===== config.mk =====
export PLATFORM = sky130hd
export DESIGN_NAME = alu_result_serializer
export DESIGN_NICKNAME = d
export VERILOG_FILES = /design/src/rtl/alu_io_pkg.sv /design/src/rtl/alu_result_serializer_strobe_sync.sv /design/src/rtl/alu_result_serializer.sv
export SDC_FILE = /design/constraint.sdc
export NUM_CORES = 1
export LEC_CHECK = 0
export ABC_CLOCK_PERIOD_IN_PS = 3000
export CAP_MARGIN = 20
export CORE_ASPECT_RATIO = 0.8
export CORE_MARGIN = 1
export CORE_UTILIZATION = 51
export DETAILED_ROUTE_END_ITERATION = 10
export GPL_TIMING_DRIVEN = 0
export PLACE_DENSITY = 0.85
export SLEW_MARGIN = 10
export SYNTH_ARGS = -nofsm -noshare
export SYNTH_HDL_FRONTEND = slang
export SYNTH_SLANG_ARGS = --single-unit

===== constraint.sdc =====
create_clock -name clk -period 3 [get_ports clk]
set_input_delay 0.6 -clock clk [delete_from_list [all_inputs] [get_ports clk]]
set_output_delay 0.6 -clock clk [all_outputs]
set_load 0.02 [all_outputs]

===== src/rtl/alu_io_pkg.sv =====
// Shared definitions for the ALU pin-I/O blocks: byte width, byte-count
// derivation, serializer state encoding and result flag bit positions.
// Optional feature macro: FLAGS_BYTE_EN (appends a flags trailer byte).
package alu_io_pkg;

  localparam int BYTE_W = 8;

  // Bit positions inside the 4-bit result flag nibble
  localparam int FLAG_ZERO = 0;
  localparam int FLAG_NEG  = 1;
  localparam int FLAG_OVF  = 2;
  localparam int FLAG_NAN  = 3;

  // Number of bytes presented per result word
  function automatic int nbytes_for(input int word_w);
`ifdef FLAGS_BYTE_EN
    return word_w / BYTE_W + 1;
`else
    return word_w / BYTE_W;
`endif
  endfunction

  localparam int NBYTES = nbytes_for(32);

  typedef enum logic {
    S_IDLE    = 1'b0,
    S_PRESENT = 1'b1
  } ser_state_t;

endpackage


===== src/rtl/alu_result_serializer_strobe_sync.sv =====
// Brings the asynchronous host read strobe into the clk domain and turns
// each rising edge into a single-cycle advance pulse.
module strobe_sync (
  input  logic clk,
  input  logic rst_n,
  input  logic strobe,
  output logic adv_pulse
);

  logic sync_p0;
  logic sync_p1;
  logic prev_p2;

  // Two-flop synchronizer followed by a previous-value flop for edge detect
  always_ff @(posedge clk or negedge rst_n) begin
    if (!rst_n) begin
      sync_p0 <= 1'b0;
      sync_p1 <= 1'b0;
      prev_p2 <= 1'b0;
    end else begin
      sync_p0 <= strobe;
      sync_p1 <= sync_p0;
      prev_p2 <= sync_p1;
    end
  end

  // Built only from flops, so a held-high strobe yields exactly one pulse
  assign adv_pulse = sync_p1 & ~prev_p2;

endmodule


===== src/rtl/alu_result_serializer.sv =====
// Byte-serial readout of the ALU result word, MSB first, advanced by a host
// strobe. Optional feature macro: FLAGS_BYTE_EN appends {4'b0, res_flags}
// as a trailer byte after the LSB data byte.
module alu_result_serializer
  import alu_io_pkg::*;
#(
  parameter int WORD_W = 32,
  parameter int BYTE_W = 8
) (
  input  logic              clk,
  input  logic              rst_n,
  input  logic              res_valid,
  output logic              res_ready,
  input  logic [WORD_W-1:0] res_data,
  input  logic [3:0]        res_flags,
  input  logic              rd_strobe,
  output logic [BYTE_W-1:0] byte_out,
  output logic              byte_valid,
  output logic              byte_last,
  output logic [2:0]        byte_idx
);

  localparam int NB   = nbytes_for(WORD_W);
  localparam int SR_W = NB * BYTE_W;

  ser_state_t        state;
  logic [SR_W-1:0]   shreg;
  logic [SR_W-1:0]   cap_word;
  logic              adv_pulse;

`ifdef FLAGS_BYTE_EN
  assign cap_word = {res_data, 4'b0000, res_flags};
`else
  logic unused_flags;
  assign unused_flags = ^res_flags;
  assign cap_word     = res_data;
`endif

  strobe_sync u_strobe_sync (
    .clk       (clk),
    .rst_n     (rst_n),
    .strobe    (rd_strobe),
    .adv_pulse (adv_pulse)
  );

  // Capture / advance FSM; the shift register is cleared on return to IDLE
  // so byte_out reads 0 there without any output gating logic
  always_ff @(posedge clk or negedge rst_n) begin
    if (!rst_n) begin
      state     <= S_IDLE;
      shreg     <= '0;
      byte_idx  <= 3'd0;
      byte_last <= 1'b0;
    end else begin
      case (state)
        S_IDLE: begin
          if (res_valid) begin
            shreg     <= cap_word;
            byte_idx  <= 3'd0;
            byte_last <= (NB == 1);
            state     <= S_PRESENT;
          end
        end
        S_PRESENT: begin
          if (adv_pulse) begin
            if (byte_last) begin
              shreg     <= '0;
              byte_idx  <= 3'd0;
              byte_last <= 1'b0;
              state     <= S_IDLE;
            end else begin
              shreg     <= {shreg[SR_W-BYTE_W-1:0], {BYTE_W{1'b0}}};
              byte_idx  <= byte_idx + 3'd1;
              byte_last <= (byte_idx == 3'(NB - 2));
            end
          end
        end
        default: state <= S_IDLE;
      endcase
    end
  end

  assign res_ready  = (state == S_IDLE);
  assign byte_valid = (state == S_PRESENT);
  assign byte_out   = shreg[SR_W-1 -: BYTE_W];

endmodule


==> out/results.ini, run 1 <==
[setup_path]
required_ps = 2400
arrival_time_of_the_worst_setup_path_ps = 1790
cp_slowest_cell = sky130_fd_sc_hd__clkdlybuf4s50_1
longest_individual_stage_delay_on_the_worst_path_ps = 630
length_in_cells_of_the_worst_reg_to_reg_path = 4
critical_path.top_delay_family = buffers and inverters
r2r-end = shreg[27]$_DFFE_PN0P_
worst-setup-path-type = reg -> out
critical_path.n_buffers_inverters = 3
worstSetupStartpointType = flop
rrSetupSlack_ps = 1400
timing.rr.start = byte_valid$_DFF_PN0_
timing.critical_path.fanout_max = 10
timing.critical_path.to_type = primary output
chain_of_cells_forming_the_critical_path = inv_2 -> buf_2 -> clkdlybuf4s50_1

[power_and_ir_drop]
powerDensity_mw_per_mm2 = 985
ir_drop_v = 0.000655
leakage_power_nw = 1.23
fin_total_pwr_w = 0.00250

[timing]
report.final.setup_viol = 0
maxSlewViolCount = 0
timing_worst_slew_pin_value_ps = 351
finalClockSkew_ps = 8.23
final-hold-violation-count = 0
grt_setup_unrepaired = no
hold_slack_ps = 216
fmax_ghz = 0.418
finalSetupTns_ps = 0
min_period_over_period_pct = 79.7
slew-limit-headroom_pct = 76.6
final.min_clock_period_ps = 2390

[global_routing]
grt_usage_pct = 21.1
grt_pass1_vias = 1266
antenna_violations_before_repair = 0
grtUsageMet3_pct = 4.67
global_route.usage.met1_pct = 29.8
grt_use_met2_pct = 32.0
grt_most_used_layer = met2
gr_ovfl_total = 0
grt_pass1_wl_mm = 6.24
grt_max_degree = 28

[finish]
nNetsFinal = 230
drive_above_1_share_pct = 26.1
syn_to_final_growth_pct = 34.7
antenna_cells_inserted = 0
layout_common_cells = sky130_fd_sc_hd__clkdlybuf4s50_1, sky130_fd_sc_hd__dfrtp_1, sky130_fd_sc_hd__a22o_1, sky130_fd_sc_hd__mux2_4, sky130_fd_sc_hd__buf_4
layout_commonest_cell = sky130_fd_sc_hd__clkdlybuf4s50_1
finalInstanceArea_mm2 = 0.00254
finalCoreUtilization_pct = 73.2

[synth]
synth_sequential_area_ratio_pct = 53.1
syn_area_mm2 = 0.00189
netlist.top_cell.by_area = sky130_fd_sc_hd__dfrtp_1
synth_fp_nets = 173
synth.avg_cell_area_um2 = 14.4
share_of_yosys_cell_area_claimed_by_the_top_area_cell_type_pct = 53.1
leading_post_synthesis_cells_by_cell_area = sky130_fd_sc_hd__dfrtp_1, sky130_fd_sc_hd__a22o_1, sky130_fd_sc_hd__mux2_4
synth_seq_cells = 40
synth_cell_types = 22
post_synth_inst_count = 131
synth.yosys.warnings = 0

[floorplanning]
fp.dieW_um = 70.0
placement_rows = 19
die_h_um = 56.4
fp.coreArea_mm2 = 0.00347
design.die.area_mm2 = 0.00395
top_level_i_o_count = 54
initial_utilization_pct = 54.3

[outcome]
status = finished, final reports clean

[cts]
clock_sinks = 40
tritoncts_clock_tree = yes
post-cts-setup-buffers = 0
clk_transition_reported_paths_ps = 80
cts-buffers-inserted = 5
holdBufCountCts = 0
clkLatencyLatePin_ps = 280
clock_path_buffers = 2
post_cts_resized = 0
htreeDepth = 2
ctsRootBufferMaster = sky130_fd_sc_hd__clkbuf_8

[placed_design]
post_dp_cell_area_mm2 = 0.00244
dpl.hpwl_mm = 2.74
port-buffer-count = 49
place_congestion = 0.696

[drt]
detail_route.drc_violations = 0
dr.first_iter.drc_count = 42
drt.antenna.violating_nets = 0
route.vias.total = 1243
average_wire_length_per_cell_after_detail_routing_um = 16.3
drt_pre_antenna_iters = 4
wl_mm = 3.74
via_per_inst = 5.40

[min_path]
min-delay-path-class = in -> async

[flow_run]
drv_cap = 0

-- cells by family after synthesis --
family                   Yosys count  synth area share (%)
flip-flops                        40                  53.1
AO/OA/AOI/OAI                     38                  17.4
multiplexers                      24                  18.1
buffers and inverters             18                  6.37
AND/OR/NAND/NOR                    9                  3.72
adder cells (fa/ha/maj)            2                  1.33
-- how the worst max path moves through the flow --
stage	start	to	slack, ps	cells after the start
3_5_place_dp	res_valid	shreg[29]$_DFFE_PN0P_	900	5
6_report	byte_valid$_DFF_PN0_	res_ready	610	3
4_1_cts	byte_valid$_DFF_PN0_	res_ready	600	3
2_1_floorplan	res_valid	shreg[13]$_DFFE_PN0P_	1420	4
5_1_grt	byte_valid$_DFF_PN0_	res_ready	560	3
3_3_place_gp	rst_n	shreg[5]$_DFFE_PN0P_	490	1
-- layout make-up --
| cell class | instances | area [um2] |
|---|---|---|
| Timing Repair Buffer | 50 | 505 |
| Fill cell | 225 | 931 |
| Multi-Input combinational cell | 73 | 764 |
| Inverter | 2 | 7.51 |
| Clock buffer | 7 | 96.3 |
| Buffer | 16 | 113 |
| Tap cell | 42 | 52.6 |
| Sequential cell | 40 | 1000 |
-- sequential cells by signal, indices dropped and copies added, names as in the netlist --
register	flops
u_strobe_sync.sync_p1	1
shreg	32
byte_idx	3
byte_valid	1
u_strobe_sync.sync_p0	1
u_strobe_sync.prev_p2	1
byte_last	1
-- per-stage QoR --
stage,instances,setup WS (ps)
after detailed placement,223,904
after global routing,230,557
after CTS,230,595
after floorplan,131,1420
after global placement,222,486
final,230,608
-- metal layers --
layer | share of wire, % | vias to the layer above
li1 | - | 600
met3 | 5.4 | 4
met2 | 45 | 50
met1 | 48 | 589
met5 | 0 | -
met4 | 1.1 | 0
-- cell usage after synthesis --
master                      count
sky130_fd_sc_hd__buf_2          6
sky130_fd_sc_hd__nor2_1         2
sky130_fd_sc_hd__nand2_1        1
sky130_fd_sc_hd__inv_2          1
sky130_fd_sc_hd__o2bb2ai_1      2
sky130_fd_sc_hd__inv_1          1
sky130_fd_sc_hd__nand4bb_1      1
sky130_fd_sc_hd__buf_4          8
sky130_fd_sc_hd__o22ai_1        1
sky130_fd_sc_hd__ha_1           2
sky130_fd_sc_hd__mux2_2         1
sky130_fd_sc_hd__buf_6          2
sky130_fd_sc_hd__and3b_4        1
sky130_fd_sc_hd__mux2_1         4
sky130_fd_sc_hd__nand3b_1       1
sky130_fd_sc_hd__a21o_1         2
sky130_fd_sc_hd__nor2_4         1
sky130_fd_sc_hd__a22o_1        33
sky130_fd_sc_hd__dfrtp_1       40
sky130_fd_sc_hd__nor2b_1        1
sky130_fd_sc_hd__and2b_4        1
sky130_fd_sc_hd__mux2_4        19
-- power by group --
part | switching (W) | leakage (nW) | total (W) | internal [W]
clock | 0.000170 | 0.0503 | 0.000375 | 0.000205
sequential | 0.000147 | 0.517 | 0.000899 | 0.000751
combinational | 0.000496 | 0.666 | 0.00123 | 0.000732
(Power assumes the default switching activity.)
==> inputs of run 2 (changes only) <==
ABC_CLOCK_PERIOD_IN_PS = 2200   (was 3000)
CORE_UTILIZATION = 42   (was 51)
PLACE_DENSITY = 0.75   (was 0.85)
clock period = 2.2 ns   (was 3 ns; I/O delays follow)
==> out/results.ini, run 2 (synthesis results as in run 1) <==
[outcome]
status = finished, final reports clean

[min_path]
hold_path_startpoint = u_strobe_sync.sync_p0$_DFF_PN0_
hold_depth = 0
worstHoldEndpoint = u_strobe_sync.sync_p1$_DFF_PN0_
min-delay-path-class = reg -> reg

[finish]
largest_registers = shreg: 32 flops, byte_idx: 3 flops
layout_commonest_cell = sky130_fd_sc_hd__clkdlybuf4s50_1
nNetsFinal = 231
largest_register_ffs = 32
fin_cells = 247
drive_above_1_share_pct = 26.3
final.fill_count = 364
antenna_cells_inserted = 0
layout_common_cells = sky130_fd_sc_hd__clkdlybuf4s50_1, sky130_fd_sc_hd__dfrtp_1, sky130_fd_sc_hd__a22o_1, sky130_fd_sc_hd__mux2_4, sky130_fd_sc_hd__buf_4
finalCoreUtilization_pct = 60.7
multi_input_gate_area_um2 = 764
syn_to_final_growth_pct = 37.0
ff_latch_area_mm2 = 0.00100
largest-register = shreg

[drt]
via_per_inst = 5.13
route.vias.total = 1266
dr.first_iter.drc_count = 45
drt.antenna.violating_nets = 0
detail_route.drc_violations = 0
wl_mm = 3.72
drt_pre_antenna_iters = 4
average_wire_length_per_cell_after_detail_routing_um = 15.1

[timing]
final-hold-violation-count = 0
min_period_over_period_pct = 89.2
finalClockSkew_ps = 9.46
grt_setup_unrepaired = no
final.min_clock_period_ps = 1960
fmax_ghz = 0.510
slew-limit-headroom_pct = 81.4
maxSlewViolCount = 0
hold_slack_ps = 353
timing_worst_slew_pin_value_ps = 279
report.final.setup_viol = 0

[setup_path]
arrival_time_of_the_worst_setup_path_ps = 1520
timing.rr.start = byte_valid$_DFF_PN0_
timing.critical_path.fanout_max = 10
required_ps = 1760
rrSetupSlack_ps = 600
r2r-end = shreg[27]$_DFFE_PN0P_
longest_individual_stage_delay_on_the_worst_path_ps = 480
length_in_cells_of_the_worst_reg_to_reg_path = 4
worstSetupStartpointType = flop
timing.critical_path.to_type = primary output
chain_of_cells_forming_the_critical_path = inv_2 -> buf_2 -> dlygate4sd2_1
worst-setup-path-type = reg -> out
cp_slowest_cell = sky130_fd_sc_hd__dfrtp_1

[cts]
htreeDepth = 2
ctsRootBufferMaster = sky130_fd_sc_hd__clkbuf_8
post-cts-setup-buffers = 0
tritoncts_clock_tree = yes
cts-buffers-inserted = 5
clock_path_buffers = 2
clkLatencyLatePin_ps = 290
clk_transition_reported_paths_ps = 70
clock_sinks = 40

[global_routing]
grt_usage_pct = 17.4
gr_ovfl_total = 0
grt_pass1_wl_mm = 6.13
grt_pass1_vias = 1329
antenna_violations_before_repair = 0
grt_max_degree = 35

[floorplanning]
fp.dieW_um = 76.9
die_h_um = 61.9
placement_rows = 21
initial_utilization_pct = 44.3
design.die.area_mm2 = 0.00476
top_level_i_o_count = 54
fp.coreArea_mm2 = 0.00426

[power_and_ir_drop]
power_frac_clock_pct = 16.8
ir_drop_v = 0.000656
p_comb_share_pct = 48.2
switchingPower_w = 0.00113
power.internal_w = 0.00235
sequential_cell_fraction_of_total_power_pct = 35.0
powerDensity_mw_per_mm2 = 1350
fin_total_pwr_w = 0.00348
sw_frac_of_total_pct = 32.4
leakage_power_nw = 1.25

[placed_design]
port-buffer-count = 49
dpl.cell_count = 238
dpl.hpwl_mm = 2.78
place_congestion = 0.758

[flow_run]
drv_cap = 0

[run 2: cell types whose count changed in the layout (fill, tap and decap cells not counted), sizes merged]
cell,change
clkinvlp,+1
dlygate4sd3,+1
clkdlybuf4s50,-1
clkinv,+1
dlygate4sd2,+1
clkbuf,-2
bufinv,+1
[run 2: worst max path at each step]
stage / from / endpoint / slack (ps)
2_1_floorplan: byte_valid$_DFF_PN0_ / shreg[13]$_DFFE_PN0P_ / 660
3_3_place_gp: rst_n / shreg[2]$_DFFE_PN0P_ / -200
3_5_place_dp: byte_valid$_DFF_PN0_ / res_ready / 260
4_1_cts: byte_valid$_DFF_PN0_ / res_ready / 210
5_1_grt: byte_valid$_DFF_PN0_ / res_ready / 110
6_report: byte_valid$_DFF_PN0_ / res_ready / 240
[run 2: timing repair]
item	CTS	global route
hold buffers	1	0
resized for setup	1	0
endpoints found under the hold margin	6	0
setup endpoints to repair	1	0
[run 2: power groups by stage]
stage	Combinational (W)	Sequential [W]	Clock (W)
2_1_floorplan	0.00120	0.00122	0
3_3_place_gp	0.00164	0.00122	0
3_5_place_dp	0.00169	0.00123	0
4_1_cts	0.00169	0.00122	0.000606
5_1_grt	0.00180	0.00126	0.000642
6_report	0.00168	0.00122	0.000585
[run 2: final cells by class]
cell class              instances  share of cell area (%)
plain buffers                  16                    4.36
flip-flops and latches         40                    38.8
repair buffers                 51                    19.9
clock inverters                 3                    1.65
clock buffers                   5                    2.66
multi-input cells              73                    29.6
well taps                      57                    2.76
inverters                       2                   0.291
[run 2: stage by stage]
stage / instance area, um2 / setup TNS, ps / setup slack [ps]
6_report: 2580 / 0 / 238
5_1_grt: 2580 / 0 / 114
3_5_place_dp: 2460 / 0 / 259
3_3_place_gp: 2450 / -7900 / -199
4_1_cts: 2580 / 0 / 213
2_1_floorplan: 1890 / 0 / 658
[run 2: worst max-delay path: cells and delay by family (launching register included)]
| kind | cells | cell delay (ps) |
|---|---|---|
| buf+inv | 3 | 750 |
| flops | 1 | 480 |
[run 2: routing by layer]
metal	part of all wire, %	vias up	track usage [%]
met5	0	-	0
met4	0.56	0	4.40
met3	5.4	2	6.72
met2	47	48	29.3
met1	47	613	21.5
li1	-	603	-
==> inputs of run 3 (changes only) <==
ABC_CLOCK_PERIOD_IN_PS = 2380   (was 2200)
CORE_MARGIN = not set   (was 1)
CORE_UTILIZATION = 51   (was 42)
PLACE_DENSITY = 0.88   (was 0.75)
clock period = 2.38 ns   (was 2.2 ns; I/O delays follow)
==> out/results.ini, run 3 (synthesis results as in run 1) <==
[power_and_ir_drop]
p_comb_share_pct = 48.2
leakage_power_nw = 1.24
power_frac_clock_pct = 16.6
ir_drop_v = 0.000632
fin_total_pwr_w = 0.00322
switchingPower_w = 0.00105
sw_frac_of_total_pct = 32.5
sequential_cell_fraction_of_total_power_pct = 35.2
power.internal_w = 0.00218
powerDensity_mw_per_mm2 = 1270

[cts]
ctsRootBufferMaster = sky130_fd_sc_hd__clkbuf_8
holdBufCountCts = 0
clock_sinks = 40
cts-buffers-inserted = 5
tritoncts_clock_tree = yes
htreeDepth = 2
clkLatencyLatePin_ps = 290
clk_transition_reported_paths_ps = 80
clock_path_buffers = 2
post-cts-setup-buffers = 0

[finish]
finalInstanceArea_mm2 = 0.00253
largest-register = shreg
fin_cells = 230
antenna_cells_inserted = 0
nNetsFinal = 229
drive_above_1_share_pct = 25.5
layout_commonest_cell = sky130_fd_sc_hd__clkdlybuf4s50_1
layout_common_cells = sky130_fd_sc_hd__clkdlybuf4s50_1, sky130_fd_sc_hd__dfrtp_1, sky130_fd_sc_hd__a22o_1, sky130_fd_sc_hd__mux2_4, sky130_fd_sc_hd__buf_4
largest_registers = shreg: 32 flops, byte_idx: 3 flops
syn_to_final_growth_pct = 34.4
largest_register_ffs = 32

[timing]
slew-limit-headroom_pct = 41.8
maxSlewViolCount = 0
report.final.setup_viol = 0
final.min_clock_period_ps = 1940
timing_worst_slew_pin_value_ps = 873
final-hold-violation-count = 0
fmax_ghz = 0.516
grt_setup_unrepaired = no
min_period_over_period_pct = 81.4
finalSetupTns_ps = 0
finalClockSkew_ps = 4.40

[placed_design]
post_dp_cell_area_mm2 = 0.00242
dpl.cell_count = 222
dpl.hpwl_mm = 2.73
port-buffer-count = 49
place_congestion = 0.750

[global_routing]
grt_pass1_vias = 1268
grt_pass1_wl_mm = 6.29
antenna_violations_before_repair = 0
grt_max_degree = 41
grt_usage_pct = 20.6
gr_ovfl_total = 0

[setup_path]
worstSetupStartpointType = flop
timing.critical_path.fanout_max = 8
critical_path.n_buffers_inverters = 1
cp_slowest_cell = sky130_fd_sc_hd__clkdlybuf4s50_1
longest_individual_stage_delay_on_the_worst_path_ps = 670
r2r-end = shreg[18]$_DFFE_PN0P_
timing.rr.start = byte_valid$_DFF_PN0_
chain_of_cells_forming_the_critical_path = clkdlybuf4s50_1
length_in_cells_of_the_worst_reg_to_reg_path = 4
required_ps = 1900
critical_path.top_delay_family = buffers and inverters
rrSetupSlack_ps = 770
arrival_time_of_the_worst_setup_path_ps = 1460
timing.critical_path.to_type = primary output
worst-setup-path-type = reg -> out

[floorplanning]
placement_rows = 19
die_h_um = 56.4
fp.coreArea_mm2 = 0.00347
initial_utilization_pct = 54.3
top_level_i_o_count = 54
fp.dieW_um = 70.0
design.die.area_mm2 = 0.00395

[drt]
wl_mm = 3.77
average_wire_length_per_cell_after_detail_routing_um = 16.4
drt.antenna.violating_nets = 0
dr.first_iter.drc_count = 54
detail_route.drc_violations = 0
drt_pre_antenna_iters = 4
route.vias.total = 1257
via_per_inst = 5.47

[outcome]
status = finished, final reports clean

[min_path]
min-delay-path-class = in -> async

[flow_run]
drv_cap = 0

## run 3: cell types whose count changed in the layout (fill, tap and decap cells not counted)
| cell | delta |
|---|---|
| sky130_fd_sc_hd__buf_12 | -1 |
| sky130_fd_sc_hd__dlymetal6s2s_1 | +1 |
| sky130_fd_sc_hd__clkinvlp_4 | -1 |
| sky130_fd_sc_hd__clkbuf_1 | +1 |
| sky130_fd_sc_hd__dlygate4sd2_1 | -1 |
| sky130_fd_sc_hd__dlygate4sd3_1 | -1 |
## run 3: timing repair
item | in CTS | in global routing
endpoints found under the setup margin | 0 | 1
endpoints found under the hold margin | 0 | 0
resized for setup | 0 | 1
## run 3: per-layer routing
metal / share of wire, % / global-route usage (%)
met2: 47 / 32.4
met4: 0.34 / 4.29
met5: 0 / 0
met3: 5.3 / 6.82
met1: 47 / 28.1
## run 3: cell type report
cell class                      instances  area (um2)
Clock buffer                            6        72.6
Timing Repair Buffer                   49         488
Multi-Input combinational cell         73         764
Sequential cell                        40        1000
Clock inverter                          2        35.0
Tap cell                               42        52.6
Buffer                                 16         113
Fill cell                             227         937
Inverter                                2        7.51
## run 3: metrics by stage
step	hold WS [ps]	utilization (%)	setup slack [ps]
finish	304	73.0	442
global route	361	73.0	367
CTS	327	72.9	70.4
detailed placement	339	69.8	389
global placement	332	70.0	3.69
floorplan	180	-	838
## run 3: worst max path at each step
stage / slack, ps / start / end / cells past startpoint
2_1_floorplan: 840 / byte_valid$_DFF_PN0_ / shreg[13]$_DFFE_PN0P_ / 4
3_3_place_gp: 4 / rst_n / shreg[4]$_DFFE_PN0P_ / 1
3_5_place_dp: 390 / byte_valid$_DFF_PN0_ / res_ready / 3
4_1_cts: 70 / byte_valid$_DFF_PN0_ / res_ready / 3
5_1_grt: 370 / byte_valid$_DFF_PN0_ / res_ready / 3
6_report: 440 / byte_valid$_DFF_PN0_ / byte_valid / 1
## run 3: worst register-to-register path, cell delays in order, from the launching register on
cell	delay, ps
sky130_fd_sc_hd__dfrtp_1	480
sky130_fd_sc_hd__and3b_4	250
sky130_fd_sc_hd__nor2_4	220
sky130_fd_sc_hd__buf_6	220
sky130_fd_sc_hd__mux2_4	320
## run 3: power groups by stage
stage	logic (W)	registers, W	clock network, W
after global routing	0.00166	0.00117	0.000578
after CTS	0.00157	0.00114	0.000542
after global placement	0.00150	0.00113	0
final	0.00155	0.00113	0.000534
after detailed placement	0.00157	0.00115	0
after floorplan	0.00110	0.00113	0
